## src/rtl/fb_ram_ctrl.sv

```systemverilog
// Frame-buffer RAM controller: streams loader pixels into a single-port frame RAM
// and issues display reads inside the window. Optional macro: FB_LOAD_WRAP_EN.
module fb_ram_ctrl #(
  parameter int W        = 200,
  parameter int H        = 150,
  parameter int STARTROW = 0,
  parameter int STARTCOL = 0,
  parameter int AW       = 15
) (
  input  logic          clk,
  input  logic          rst_n,
  input  logic [11:0]   xpos,
  input  logic [11:0]   ypos,
  input  logic [7:0]    state,
  input  logic          wr_valid,
  input  logic [11:0]   wr_data,
  output logic          wr_ready,
  output logic          ram_en,
  output logic          ram_we,
  output logic [AW-1:0] ram_addr,
  output logic [11:0]   ram_wdata,
  output logic          load_done,
  output logic          rd_active
);

  localparam int NPIX = W * H;

  typedef enum logic [1:0] {
    S_IDLE = 2'd0,
    S_LOAD = 2'd1,
    S_DONE = 2'd2
  } fsm_t;

  fsm_t          r_fsm;
  logic [AW-1:0] r_wptr;
  logic          r_ram_en;
  logic          r_ram_we;
  logic [AW-1:0] r_ram_addr;
  logic [11:0]   r_ram_wdata;
  logic          r_load_done;
  logic          r_rd_active;

  logic signed [31:0] w_x;
  logic signed [31:0] w_y;
  logic               w_in_win;
  logic               w_rd;
  logic               w_wr;
  logic               w_keep;
  logic               w_last;
  logic [AW-1:0]      w_rd_addr;

  assign w_x      = $signed({20'd0, xpos});
  assign w_y      = $signed({20'd0, ypos});
  assign w_in_win = (w_x >= STARTCOL) && (w_x < STARTCOL + W) &&
                    (w_y >= STARTROW) && (w_y < STARTROW + H);
  assign w_rd     = (state == 8'h03) && w_in_win;
  assign w_keep   = (state == 8'h02) || (state == 8'h03);
  assign w_last   = (r_wptr == AW'(NPIX - 1));
  // Linear address is truncated to AW bits and only ever reaches the outputs through a register.
  assign w_rd_addr = AW'((w_y - STARTROW) * W + (w_x - STARTCOL));

  // Reads win the port: the loader is simply not ready while a display read is pending.
  assign wr_ready = (r_fsm == S_LOAD) && !w_rd;
  assign w_wr     = wr_valid && wr_ready;

  always_ff @(posedge clk or negedge rst_n) begin
    if (!rst_n) begin
      r_fsm       <= S_IDLE;
      r_wptr      <= '0;
      r_ram_en    <= 1'b0;
      r_ram_we    <= 1'b0;
      r_ram_addr  <= '0;
      r_ram_wdata <= '0;
      r_load_done <= 1'b0;
      r_rd_active <= 1'b0;
    end else begin
      r_ram_en    <= 1'b0;
      r_ram_we    <= 1'b0;
      r_rd_active <= 1'b0;
      if (w_rd) begin
        r_ram_en    <= 1'b1;
        r_ram_addr  <= w_rd_addr;
        r_rd_active <= 1'b1;
      end else if (w_wr) begin
        r_ram_en    <= 1'b1;
        r_ram_we    <= 1'b1;
        r_ram_addr  <= r_wptr;
        r_ram_wdata <= wr_data;
      end

      case (r_fsm)
        S_IDLE: begin
          r_load_done <= 1'b0;
          if (state == 8'h02) begin
            r_fsm  <= S_LOAD;
            r_wptr <= '0;
          end
        end
        S_LOAD: begin
`ifdef FB_LOAD_WRAP_EN
          r_load_done <= 1'b0;
`endif
          if (!w_keep) begin
            r_fsm       <= S_IDLE;
            r_load_done <= 1'b0;
          end else if (w_wr) begin
            if (w_last) begin
`ifdef FB_LOAD_WRAP_EN
              r_wptr      <= '0;
              r_load_done <= 1'b1;
`else
              r_fsm       <= S_DONE;
              r_load_done <= 1'b1;
`endif
            end else begin
              r_wptr <= r_wptr + AW'(1);
            end
          end
        end
        S_DONE: begin
          if (!w_keep) begin
            r_fsm       <= S_IDLE;
            r_load_done <= 1'b0;
          end
        end
        default: begin
          r_fsm       <= S_IDLE;
          r_load_done <= 1'b0;
        end
      endcase
    end
  end

  assign ram_en    = r_ram_en;
  assign ram_we    = r_ram_we;
  assign ram_addr  = r_ram_addr;
  assign ram_wdata = r_ram_wdata;
  assign load_done = r_load_done;
  assign rd_active = r_rd_active;

endmodule

```

## config.mk

```make
export PLATFORM = sky130hd
export DESIGN_NAME = fb_ram_ctrl
export DESIGN_NICKNAME = d
export VERILOG_FILES = /design/src/rtl/fb_ram_ctrl.sv
export SDC_FILE = /design/constraint.sdc
export NUM_CORES = 1
export LEC_CHECK = 0
export BUFFER_PORTS_ARGS = -buffer_cell sky130_fd_sc_hd__buf_2
export CAP_MARGIN = 30
export CORE_ASPECT_RATIO = 1.1
export CORE_MARGIN = 3
export CORE_UTILIZATION = 49
export DETAILED_ROUTE_END_ITERATION = 16
export MAX_ROUTING_LAYER = met4
export PLACE_DENSITY = 0.82
export SYNTH_ARGS = -nofsm -noshare
export SYNTH_HDL_FRONTEND = slang
export SYNTH_SLANG_ARGS = --single-unit
```

## constraint.sdc

```tcl
create_clock -name clk -period 2.78 [get_ports clk]
set_input_delay 0.834 -clock clk [delete_from_list [all_inputs] [get_ports clk]]
set_output_delay 0.834 -clock clk [all_outputs]
set_load 0.02 [all_outputs]
```

==> results.md, run 1 <==
Cells and area:
- Once layout is complete, the utilization of the core stands at 0.747.
- The commonest non-fill, non-tap cell in the layout is buf_4.
- The fill cell instance count of the final layout is 448.
- The net count reported at finish is 590.
- The top cell types in the final layout, fill and taps aside, are buf_4 (72), buf_2 (71), dfrtp_1 (48).
- The share of cells above drive strength 1 is 0.450.
- With fillers left out, the area of the finished cells amounts to 5010 sq um.
- The area overhead of the layout relative to synthesis is 45.2%.
- 0 antenna diodes ended up in the layout.

STA:
- The final max-slew violation count is 0.
- The relative slew slack is 0.467.
- The post-route clock period utilization is 1.31.
- Setup repair after global routing could not meet its margin everywhere.
- The smallest clock period supported by the final layout is computed as 3640 ps.
- Once routing completed, OpenROAD measured the worst setup slack at -859 ps.
- For this run, the top clock speed supported by timing is 275 MHz.
- The count of endpoints failing hold in the final timing report is 0.
- The number of setup violations in the final report is 7.
- The largest clock skew in the final design is approximately 6.7 ps.
- The pin slew with the least headroom to its limit is 800 ps.
- The worst-case hold slack is 509 ps.

Global routing:
- The number of global-route vias before repair is between 3000 and 4000.
- The initial antenna violation count is 0.
- The remaining global-route overflow is 0.
- The first global-routing pass estimated 15200 um of wire.
- The maximum number of pins on one net before global-route repair is 38.
- In the global route stage, overall resource usage came out at 0.242.

Clock tree:
- CTS saw 48 sinks.
- The number of CTS-inserted buffers is 5.
- The clock tree from TritonCTS is yes.
- The clock root buffer is clkbuf_8.
- The source-to-sink clock delay at the later pin of the worst-skew pair is ~300 ps.
- The clock edge transition at the registers on the reported setup and hold paths is 90 ps.
- The H-tree was split into 2 levels.
- The number of buffers on the longest clock path is 2.

Synth:
- The biggest area consumer among synthesized cells is dfrtp_1.
- The portion of synthesized cell area occupied by the leading cell type is 0.348.
- Sorting the synthesized cells by area gives the leading types as dfrtp_1 (35%), ha_1 (13%), mux2_2 (5.5%).
- For this run, the register share of the synthesized area comes to 0.348.
- The synthesized design contains 0 enable-type register cells.
- In the synthesized netlist the async set-or-reset flop fraction comes to 1.00.
- The most used flip-flop cell after synthesis is dfrtp_1.
- Synthesis handed over a netlist of approximately 340 instances.
- When the netlist entered floorplanning its net count stood at 435.
- Yosys mapped the design onto 51 distinct sky130hd cell types.
- After synthesis the cells add up to 3450 sq um.
- Synthesis inferred 48 register bits.
- During synthesis, Yosys emitted a total of 0 warnings.
- After synthesis, the mean cell area works out to 10.0 sq um.

Worst setup path:
- Traced cell by cell, the critical path runs through buf_12 -> inv_12 -> ha_4 -> inv_4 -> ha_4 -> fa_1 -> ha_4 -> a21o_1 -> a21oi_4 -> xnor2_2 -> ha_1 -> a21oi_2 -> nand2_1 -> o21ai_2 -> nand3b_1 -> xnor3_1 -> a21oi_1.
- In this design, the stage delay of the slowest critical-path cell is 460 ps.
- The register-to-register path setup slack is 420 ps.
- The worst setup path is captured at a register.
- The biggest fanout along the worst timing path is 3.
- STA puts the critical path data arrival time at approximately 3900 ps.
- The sort of element at the start of the critical path is a primary input.
- The worst register-to-register path begins at r_wptr[1].
- For this design, the slowest cell found on the critical path is fa_1.
- The worst reg-to-reg path cell count is 9.
- STA puts the critical path data required time at roughly 3000 ps.
- The critical path is of the primary input to register type.
- Counting stages on the worst path, the most repeated cell is ha_4.
- The endpoint of the most critical register-to-register path is r_wptr[5].

Place:
- In this run the tool buffered the top-level ports with ~80 buffer cells.
- The congestion estimate from routability-driven global placement came to 0.941.
- The final HPWL from detailed placement is 7120 um.
- The placed instances occupy a cell area of 4600 sq um.
- Timing analysis after detailed placement gives a worst setup slack of -1350 ps.

Status:
- The run finished, with violations left.
- The checks that failed: negative setup slack.

Worst hold path:
- For hold timing, the worst endpoint is ram_wdata[4].
- The class of the most critical hold timing path is register to register.
- The number of cells traversed by the worst hold path is 1.
- The worst hold path begins at ram_wdata[4].

Pwr:
- The worst-case IR drop observed on VDD is ~0.00041 V.
- The overall power after layout is 2.37 mW.
- Summed over all cells, the static leakage comes to around 2.6 nW.
- The total power divided by cell area is 473 nW/um^2.

Route:
- The routed design has 9590 um of wire.
- The average vias per placed instance is roughly 5.5.
- The starting DRC count in detailed routing is roughly 150.
- The iteration count of the initial detailed-routing pass is 4.
- The remaining design rule violation count is 0.
- The final route contains 3188 vias.
- The count of nets left with antenna violations once routing finished came out at 0.
- Dividing the detail-routed wire length by the instance count gives 16.5 um.

Flow run:
- Max-cap violations in this run came to 0.

Die:
- The number of placement rows is 31.
- Measured along the y axis, the die boundary spans 94.0 um.
- The number of primary I/O pins is a little under 80.
- The die is 86.0 um wide.
- The die covers 8090 sq um.
- The core area is 6710 sq um.
- For this configuration, the core starts out at a cell density of 0.514.
==> cell usage after synthesis, types with 2 or more instances <==
cell       count
o21bai_1       2
nor2b_1        3
nand4_1        7
nand2b_1       3
o21a_1         3
nor4_1         2
a211o_1        3
o31ai_1        4
nor4_4         2
a21oi_1       24
ha_1          37
o21ai_0       11
mux2i_1        9
clkbuf_1       3
buf_2          3
and3_1         3
nand2_1       10
o2111ai_1      2
mux2_2        17
xnor2_1       16
o211ai_1       2
a21boi_0       2
dfrtp_1       48
fa_1           7
a21o_1         2
nand3_1        7
nor2_1        39
o31a_1         2
o22ai_1        2
and4_1         4
xor2_1        12
inv_1         34
==> flip-flops by register name (all words and copies together) (netlist names) <==
name       flops
load_done      1
r_fsm          2
r_wptr        15
ram_addr      15
ram_en         1
ram_wdata     12
ram_we         1
rd_active      1
==> power by group <==
group	switching, mW	internal, mW	leakage (nW)
clock network	0.224	0.203	0.0455
registers	0.00628	0.709	0.664
logic	0.552	0.676	1.89
==> critical path, delay by kind of cell <==
family	cells	cell delay, ps
adders and majority gates	5	1590
AOI/OAI and AO/OA	5	770
xor gates and xnor gates	2	310
and+or+nand+nor	2	210
buffers and inverters	3	170
==> through the flow <==
step / TNS [ps] / cells
2_1_floorplan: -3760 / 344
3_3_place_gp: -9390 / 567
3_5_place_dp: -10740 / 567
4_1_cts: -3870 / 578
5_1_grt: -5010 / 582
6_report: -4260 / 582
==> per-layer routing <==
metal | vias to the layer above | global-route usage | share of wire | routed length, um
met4 | 0 | 0.0963 | 0.026 | 253
met1 | 1535 | 0.279 | 0.39 | 3700
li1 | 1517 | - | - | -
met3 | 24 | 0.0316 | 0.049 | 471
met5 | - | - | 0 | 0
met2 | 112 | 0.425 | 0.54 | 5160
==> area by class of cell <==
cell class	instances	area, sq um	share of cell area
Multi-Input combinational cell	255	2400	0.480
Sequential cell	48	1200	0.240
Timing Repair Buffer	155	1070	0.213
Inverter	34	143	0.0285
Tap cell	82	103	0.0205
Clock buffer	8	90.1	0.0180
==> how the worst max path moves through the flow <==
stage          slack [ps]           end  startpoint  cells after the start
6_report             -860  ram_addr[14]     ypos[3]                     17
5_1_grt             -1010  ram_addr[14]     ypos[3]                     17
2_1_floorplan        -920  ram_addr[14]     ypos[3]                     16
3_3_place_gp        -1180  ram_addr[14]     ypos[3]                     17
3_5_place_dp        -1350  ram_addr[14]     ypos[3]                     17
4_1_cts              -850  ram_addr[14]     ypos[3]                     17
==> kinds of logic after synthesis <==
kind of cell               count (synthesis)  share of synthesized area
AOI/OAI and AO/OA                         67                      0.130
xor gates and xnor gates                  29                     0.0776
adders and majority gates                 44                      0.175
buffers and inverters                     41                     0.0457
DFF                                       48                      0.348
muxes                                     26                     0.0816
and+or+nand+nor                           89                      0.142
==> what timing repair did <==
action,CTS,global route
pin swaps,26,22
setup endpoints to repair,10,9
buffers inserted,4,6
hold buffers,0,0
resized for setup,28,25
Power figures use the tool's default switching activity.
==> run 2, diff against run 1 <==
REMOVE_ABC_BUFFERS = 1   (was unset)
==> run 2 against run 1 <==
Compared with the run above: routed wire length up 1.5%; sequential cell count stayed put; the run still ends with negative setup slack left; sequential power about the same; utilization barely moved; largest power group unchanged.
==> results.md, run 2 (synthesis gave the netlist of run 1 again) <==
Flow run:
- The tool flagged a number of max-cap violations equal to 0.

Clock tree:
- The H-tree depth is 2.
- Clock latency on the worst-skew pair, taken at its later pin, is 300 ps.
- The number of sinks handled by clock tree synthesis is 48.
- TritonCTS built the clock tree.
- Buffers inserted during clock tree synthesis total 5.
- The longest clock path from root to sink contains 2 buffers.
- After clock tree synthesis, the clock-pin slew on the worst setup and hold paths is 90 ps.
- In this run the clock root is driven by a clkbuf_8.

Pwr:
- The design internal power is between 1.5 and 2 mW.
- The share of total power dissipated in sequential elements is 0.288.
- Summed over all nets, the switching power comes to 0.821 mW.
- Of the total power, the clock network draws 0.202.
- IR analysis of the VDD net gives a maximum drop of 0.000382 V.
- The static leakage power is 2.58 nW.
- Power spread over the standard cell area amounts to around 500 nW/um^2.
- The logic gate share of total power is 0.510.
- The switching share of power is 0.330.

Die:
- For this configuration, the core starts out at a cell density of 0.514.
- Pin placement for this block handled 79 I/O pins.
- After floorplanning, the core was divided into 31 placement rows.
- The floorplan die area is 8090 sq um.
- The die is 94.0 um tall.
- The total area inside the core boundary comes to 6710 sq um.
- The width of the die is 86.0 um.

Global routing:
- The first-pass GRT wire length is 14700 um.
- The number of global-route vias before repair is 3243.
- The maximum number of pins on one net before global-route repair is 27.
- The remaining global-route overflow is 0.
- The initial antenna violation count is 0.
- The overall fraction of global-route tracks in use is 0.239.

Worst setup path:
- The largest single stage delay on the critical path is 530 ps.
- The startpoint-to-endpoint class of the critical path is primary input to register.
- The worst setup path is captured at a register.
- Walking the worst path, the cells encountered are buf_8 -> inv_4 -> ha_4 -> inv_2 -> ha_4 -> fa_1 -> ha_4 -> a21o_1 -> a21oi_4 -> xnor2_2 -> ha_1 -> a21oi_2 -> nand2_1 -> o21ai_2 -> nand3b_1 -> xnor3_1 -> a21oi_2.
- The data arrival time of the critical path is just under 4000 ps.
- The worst flop-to-flop path startpoint is r_wptr[0].
- The highest-delay cell along the critical path is fa_1.
- The cell that appears most often on the critical path is ha_4.
- The endpoint required time on the critical path is approximately 3000 ps.
- The register-to-register path setup slack is around 250 ps.
- The worst register-to-register path ends at r_wptr[14].
- Of all nets on the critical path, the largest fanout is 3.
- The worst reg-to-reg path cell count is 8.
- STA classifies the critical path startpoint as a primary input.

Status:
- The checks that failed: negative setup slack.
- The flow ran to the end, but the final reports show violations.

Route:
- The post-detailed-routing wire length is 9730 um.
- The total number of vias is around 3200.
- The average vias per placed instance is 5.61.
- The remaining number of nets flagged by the antenna check after routing is 0.
- In the routed design, unresolved DRC markers number 0.
- The iteration count of the initial detailed-routing pass is 5.
- The starting DRC count in detailed routing is between 150 and 200.
- After detailed routing, the average wire length per cell comes to 16.9 um.

STA:
- The largest clock skew in the final design is 7.63 ps.
- In the finished design, the share of the clock period the worst path needs comes to 1.32.
- The pin slew with the least headroom to its limit is between 500 and 600 ps.
- For the finished layout, the period the worst path requires is between 3000 and 4000 ps.
- The relative slew slack is 0.657.
- Setup repair after global routing could not meet its margin everywhere.
- The slack of the critical path is -903 ps.
- The number of setup violations in the final report is 8.
- The count of endpoints failing hold in the final timing report is 0.
- The final max-slew violation count is 0.
- The maximum frequency from static timing analysis is 272 MHz.

Place:
- Once placement completed, the tool counted placed cells totaling ~550.
- The number of I/O port buffers is 78.
- The congestion estimate from routability-driven global placement came to ~0.91.
- The cell area after placement is 4380 sq um.
- The final HPWL from detailed placement is 6660 um.

Cells and area:
- With fillers left out, the area of the finished cells amounts to 5010 sq um.
- The area overhead of the layout relative to synthesis is 45.2%.
- Leaving out fill and tap cells, the most frequent cell in the layout is buf_2.
- The count of antenna diodes in the layout is 0.
- The top cell types in the final layout, fill and taps aside, are buf_2 (72), buf_4 (65), dfrtp_1 (48).
- The post-route non-filler standard cell count is about 580.
- The share of cells above drive strength 1 is 0.453.
- For this run, the post-layout net count is 584.

Worst hold path:
- The class of the most critical hold timing path is primary input to async pin.
run 2: layout make-up:
type                    count  area (sq um)
multi-input cells         255          2430
fillers                   419          1700
flip-flops and latches     48          1200
repair buffers            149          1030
inverters                  34           130
well taps                  82           103
clock buffers               5          68.8
clock inverters             3          42.5
run 2: per-layer routing:
layer,global-route usage,vias up,part of all wire
met2,0.450,122,0.56
met3,0.0342,30,0.045
met4,0.0910,0,0.027
met5,-,-,0
li1,-,1508,-
met1,0.248,1571,0.37
run 2: timing repair:
| item | CTS | global route |
|---|---|---|
| hold buffers | 0 | 0 |
| setup buffers | 11 | 4 |
| pin swaps | 24 | 12 |
| cloned | 0 | 1 |
| gates resized for setup | 57 | 16 |
| setup endpoints to repair | 8 | 27 |
run 2: stage by stage:
| stage | hold slack, ps | total power, mW | setup slack [ps] | util | TNS (ps) |
|---|---|---|---|---|---|
| 5_1_grt | 523 | 2.60 | -1020 | 0.747 | -4790 |
| 3_3_place_gp | 483 | 1.61 | -1340 | 0.653 | -7910 |
| 4_1_cts | 509 | 2.35 | -813 | 0.726 | -3430 |
| 6_report | 492 | 2.49 | -903 | 0.747 | -4130 |
| 2_1_floorplan | 514 | 1.27 | -1210 | - | -5080 |
| 3_5_place_dp | 490 | 1.65 | -1520 | 0.653 | -9260 |
run 2: worst max-delay path: cells and delay by family:
kind | cells | cell delay (ps)
AND/OR/NAND/NOR | 2 | 230
buffers and inverters | 3 | 160
XOR/XNOR | 2 | 380
AO/OA/AOI/OAI | 5 | 820
adder cells (fa/ha/maj) | 5 | 1480
run 2: how the worst max path moves through the flow:
stage,startpoint,endpoint,slack [ps]
after CTS,ypos[4],ram_addr[14],-810
after global routing,ypos[3],ram_addr[14],-1020
after detailed placement,ypos[3],ram_addr[14],-1520
after global placement,ypos[3],ram_addr[14],-1340
final,ypos[3],ram_addr[14],-900
after floorplan,ypos[3],ram_addr[14],-1210
run 2: power by group through the flow:
stage | logic (mW) | registers (mW) | clock network [mW]
after floorplan | 0.528 | 0.742 | 0
after global placement | 0.881 | 0.729 | 0
after detailed placement | 0.921 | 0.729 | 0
after CTS | 1.13 | 0.716 | 0.506
after global routing | 1.36 | 0.717 | 0.531
final | 1.27 | 0.716 | 0.501
==> run 3, diff against run 2 <==
BUFFER_PORTS_ARGS = unset   (was -buffer_cell sky130_fd_sc_hd__buf_2)
CORE_UTILIZATION = 58   (was 49)
DONT_BUFFER_PORTS = 1   (was unset)
SLEW_MARGIN = 20   (was unset)
==> run 3 against run 2 <==
Compared with the run above: worst hold slack got worse by 290 ps; clock skew rose by 2.3 ps; the run still ends with negative setup slack left; critical endpoint unchanged; combinational power rose by 13%; highest routed layer unchanged; largest power group unchanged; cell count fell by 19%; non-clock buffer count fell by 105; utilization rose by 3.6 points; setup slack got worse by 49 ps; die area fell by 15%; register-to-register slack improved by 140 ps.
==> results.md, run 3 (synthesis gave the netlist of run 1 again) <==
Global routing:
- The first-pass GRT wire length is about 14000 um.
- For this run, the total global-route usage over all layers was measured as 0.268.
- The initial antenna violation count came to 0.
- The remaining global-route overflow is 0.
- The number of global-route vias before repair is 2917.
- The maximum number of pins on one net before global-route repair is between 40 and 50.

Cells and area:
- Of the cells placed in the final design, the portion with a size suffix greater than 1 is 0.301.
- The fill cell instance count of the final layout is 307.
- Summing all flip-flop and latch instances after layout gives 1200 sq um.
- The post-route non-filler standard cell count is 464.
- Summing all multi-input logic gate instances after layout gives about 2400 sq um.
- The area growth from synthesis to layout is 26.4%.
- Leaving out fill and tap cells, the most frequent cells in the layout are dfrtp_1 (48), nor2_1 (38), buf_4 (38).
- For this run, the post-layout net count is 479.
- The commonest non-fill, non-tap cell in the layout is dfrtp_1.
- The count of antenna diodes in the layout is 0.

Pwr:
- The share of total power dissipated in combinational logic is 0.532.
- In this run the power density over the cells is 615 nW/um^2.
- The maximum vdd ir drop is 0.000465 V.
- The part of the total power dissipated in the clock network is 0.195.
- Total power for the finished layout comes to 2.68 mW.
- Internal power comes to 1.77 mW.
- The analysis attributes to cell leakage a power of approximately 2.1 nW.
- The share of total power dissipated in sequential elements is 0.273.
- The switching power total is around 0.91 mW.
- Of the total power, the share spent switching nets is 0.339.

STA:
- Measured against its own limit, the worst slew margin works out to 0.638.
- At the pin with the least slew margin, the transition time is 541 ps.
- Counting I/O delays and the setup requirement, the final critical path takes 3730 ps.
- For this run, the top clock speed supported by timing is 268 MHz.
- Dividing the final minimum period by the clock period gives 1.34.
- The final max-slew violation count came to 0.
- Setup repair after global routing could not meet its margin everywhere.
- The number of setup violations in the final report is 7.
- The largest clock skew in the final design is 9.95 ps.
- The slack of the critical path is -952 ps.
- The count of endpoints failing hold in the final timing report was 0.

Worst setup path:
- STA puts the critical path data arrival time at 3970 ps.
- Measured in cells, the most critical reg-to-reg path has a length of 8.
- The startpoint-to-endpoint class of the critical path is primary input to register.
- The biggest fanout along the worst timing path is 5.
- The worst setup path is launched from a primary input.
- STA classifies the critical path endpoint as a register.
- The endpoint required time on the critical path is between 3000 and 4000 ps.

Place:
- The number of placed instances, taps included, is around 450.
- The congestion estimate from routability-driven global placement came to a little under 0.9.
- The final HPWL from detailed placement is 6370 um.
- The count of buffers added on input and output ports is 0.

Route:
- In this run the remaining antenna-violating nets after routing total 0.
- The total number of vias is a little under 3000.
- The remaining design rule violation count is 0.
- The starting DRC count in detailed routing is 215.
- The post-detailed-routing wire length is 9620 um.
- Using the TritonRoute via totals, the vias-per-cell ratio works out to 6.23.
- The iteration count of the initial detailed-routing pass is 5.
- The average wire length per cell after detail routing is around 21 um.

Die:
- The die covers 6910 sq um.
- slightly below 80 I/O pins were placed.
- The floorplan step set the die width to 79.5 um.
- Measured along the y axis, the die boundary spans 86.9 um.
- The initial utilization of the core area, before any placement, comes to 0.619.
- Row generation in the floorplan step produced 28 rows.
- The region available for standard cell placement spans between 5000 and 6000 sq um.

Clock tree:
- The clock root buffer is clkbuf_8.
- For the worst-skew pair, the clock arrives at the later sink with an insertion delay of roughly 310 ps.
- Clock-pin slew was measured on the worst setup and hold paths at 100 ps.
- The clock tree from TritonCTS is yes.
- The H-tree depth is 2.
- Clock tree synthesis inserted a total of 5 buffers.
- The clock passes through at most 2 buffers.
- The number of sinks handled by clock tree synthesis is 48.

Status:
- The run finished, with violations left.
- The final reports fail on negative setup slack.

Flow run:
- The number of maximum-capacitance constraint violations is 0.

Worst hold path:
- In this run the worst hold path is classified as primary input to async pin.
-- run 3: power groups by stage --
stage / sequential (mW) / combinational, mW / clock [mW]
5_1_grt: 0.733 / 1.52 / 0.548
3_3_place_gp: 0.745 / 0.789 / 0
4_1_cts: 0.732 / 1.07 / 0.524
2_1_floorplan: 0.742 / 0.528 / 0
6_report: 0.732 / 1.43 / 0.522
3_5_place_dp: 0.745 / 0.831 / 0
-- run 3: worst paths after layout --
check,startpoint,end,slack (ps)
min in group clk,r_wptr[14],r_wptr[14],580
setup reg to reg,r_wptr[0],r_wptr[14],390
hold reg to reg,r_wptr[14],r_wptr[14],580
setup / recovery,ypos[3],ram_addr[14],-950
hold / removal,rst_n,ram_wdata[9],200
max in group asynchronous,rst_n,ram_addr[12],2480
-- run 3: metrics by stage --
| stage | setup slack (ps) | hold WS [ps] | instance area, sq um | utilization | setup TNS [ps] |
|---|---|---|---|---|---|
| 6_report | -952 | 203 | 4360 | 0.783 | -4350 |
| 5_1_grt | -1040 | 187 | 4360 | 0.783 | -4850 |
| 4_1_cts | -757 | 198 | 4140 | 0.743 | -3660 |
| 3_5_place_dp | -1350 | 540 | 3780 | 0.679 | -8730 |
| 3_3_place_gp | -1230 | 540 | 3780 | 0.679 | -7390 |
| 2_1_floorplan | -1210 | 514 | 3420 | - | -5080 |
-- run 3: critical path, stage by stage --
cell      delay (ps)
inv_12            10
ha_4             240
inv_2             40
ha_4             200
fa_1             550
ha_4             210
a21o_1           180
a21oi_4          220
xnor2_4          170
ha_4             250
a21oi_4          160
buf_4            130
o21ai_2           50
o21ai_2           80
nand3b_1         210
xnor3_1          280
a21oi_2          150
-- run 3: area by class of cell --
cell class | count | area share
clock buffers | 5 | 0.0158
inverters | 34 | 0.0321
clock inverters | 3 | 0.0106
multi-input cells | 255 | 0.562
well taps | 75 | 0.0215
flip-flops and latches | 48 | 0.275
repair buffers | 44 | 0.0829
-- run 3: layer usage --
layer  GRT usage  share of wire  vias up
met5           -              0        -
met4       0.141          0.062        0
met3      0.0455          0.064       52
met2       0.473           0.53      139
met1       0.285           0.34     1403
li1            -              -     1298
-- run 3: repair_timing --
item | CTS | global route
resized for setup | 35 | 27
pin swaps | 21 | 19
hold endpoints to repair | 0 | 0
hold buffers | 0 | 0
endpoints found under the setup margin | 8 | 18
setup buffers | 5 | 7
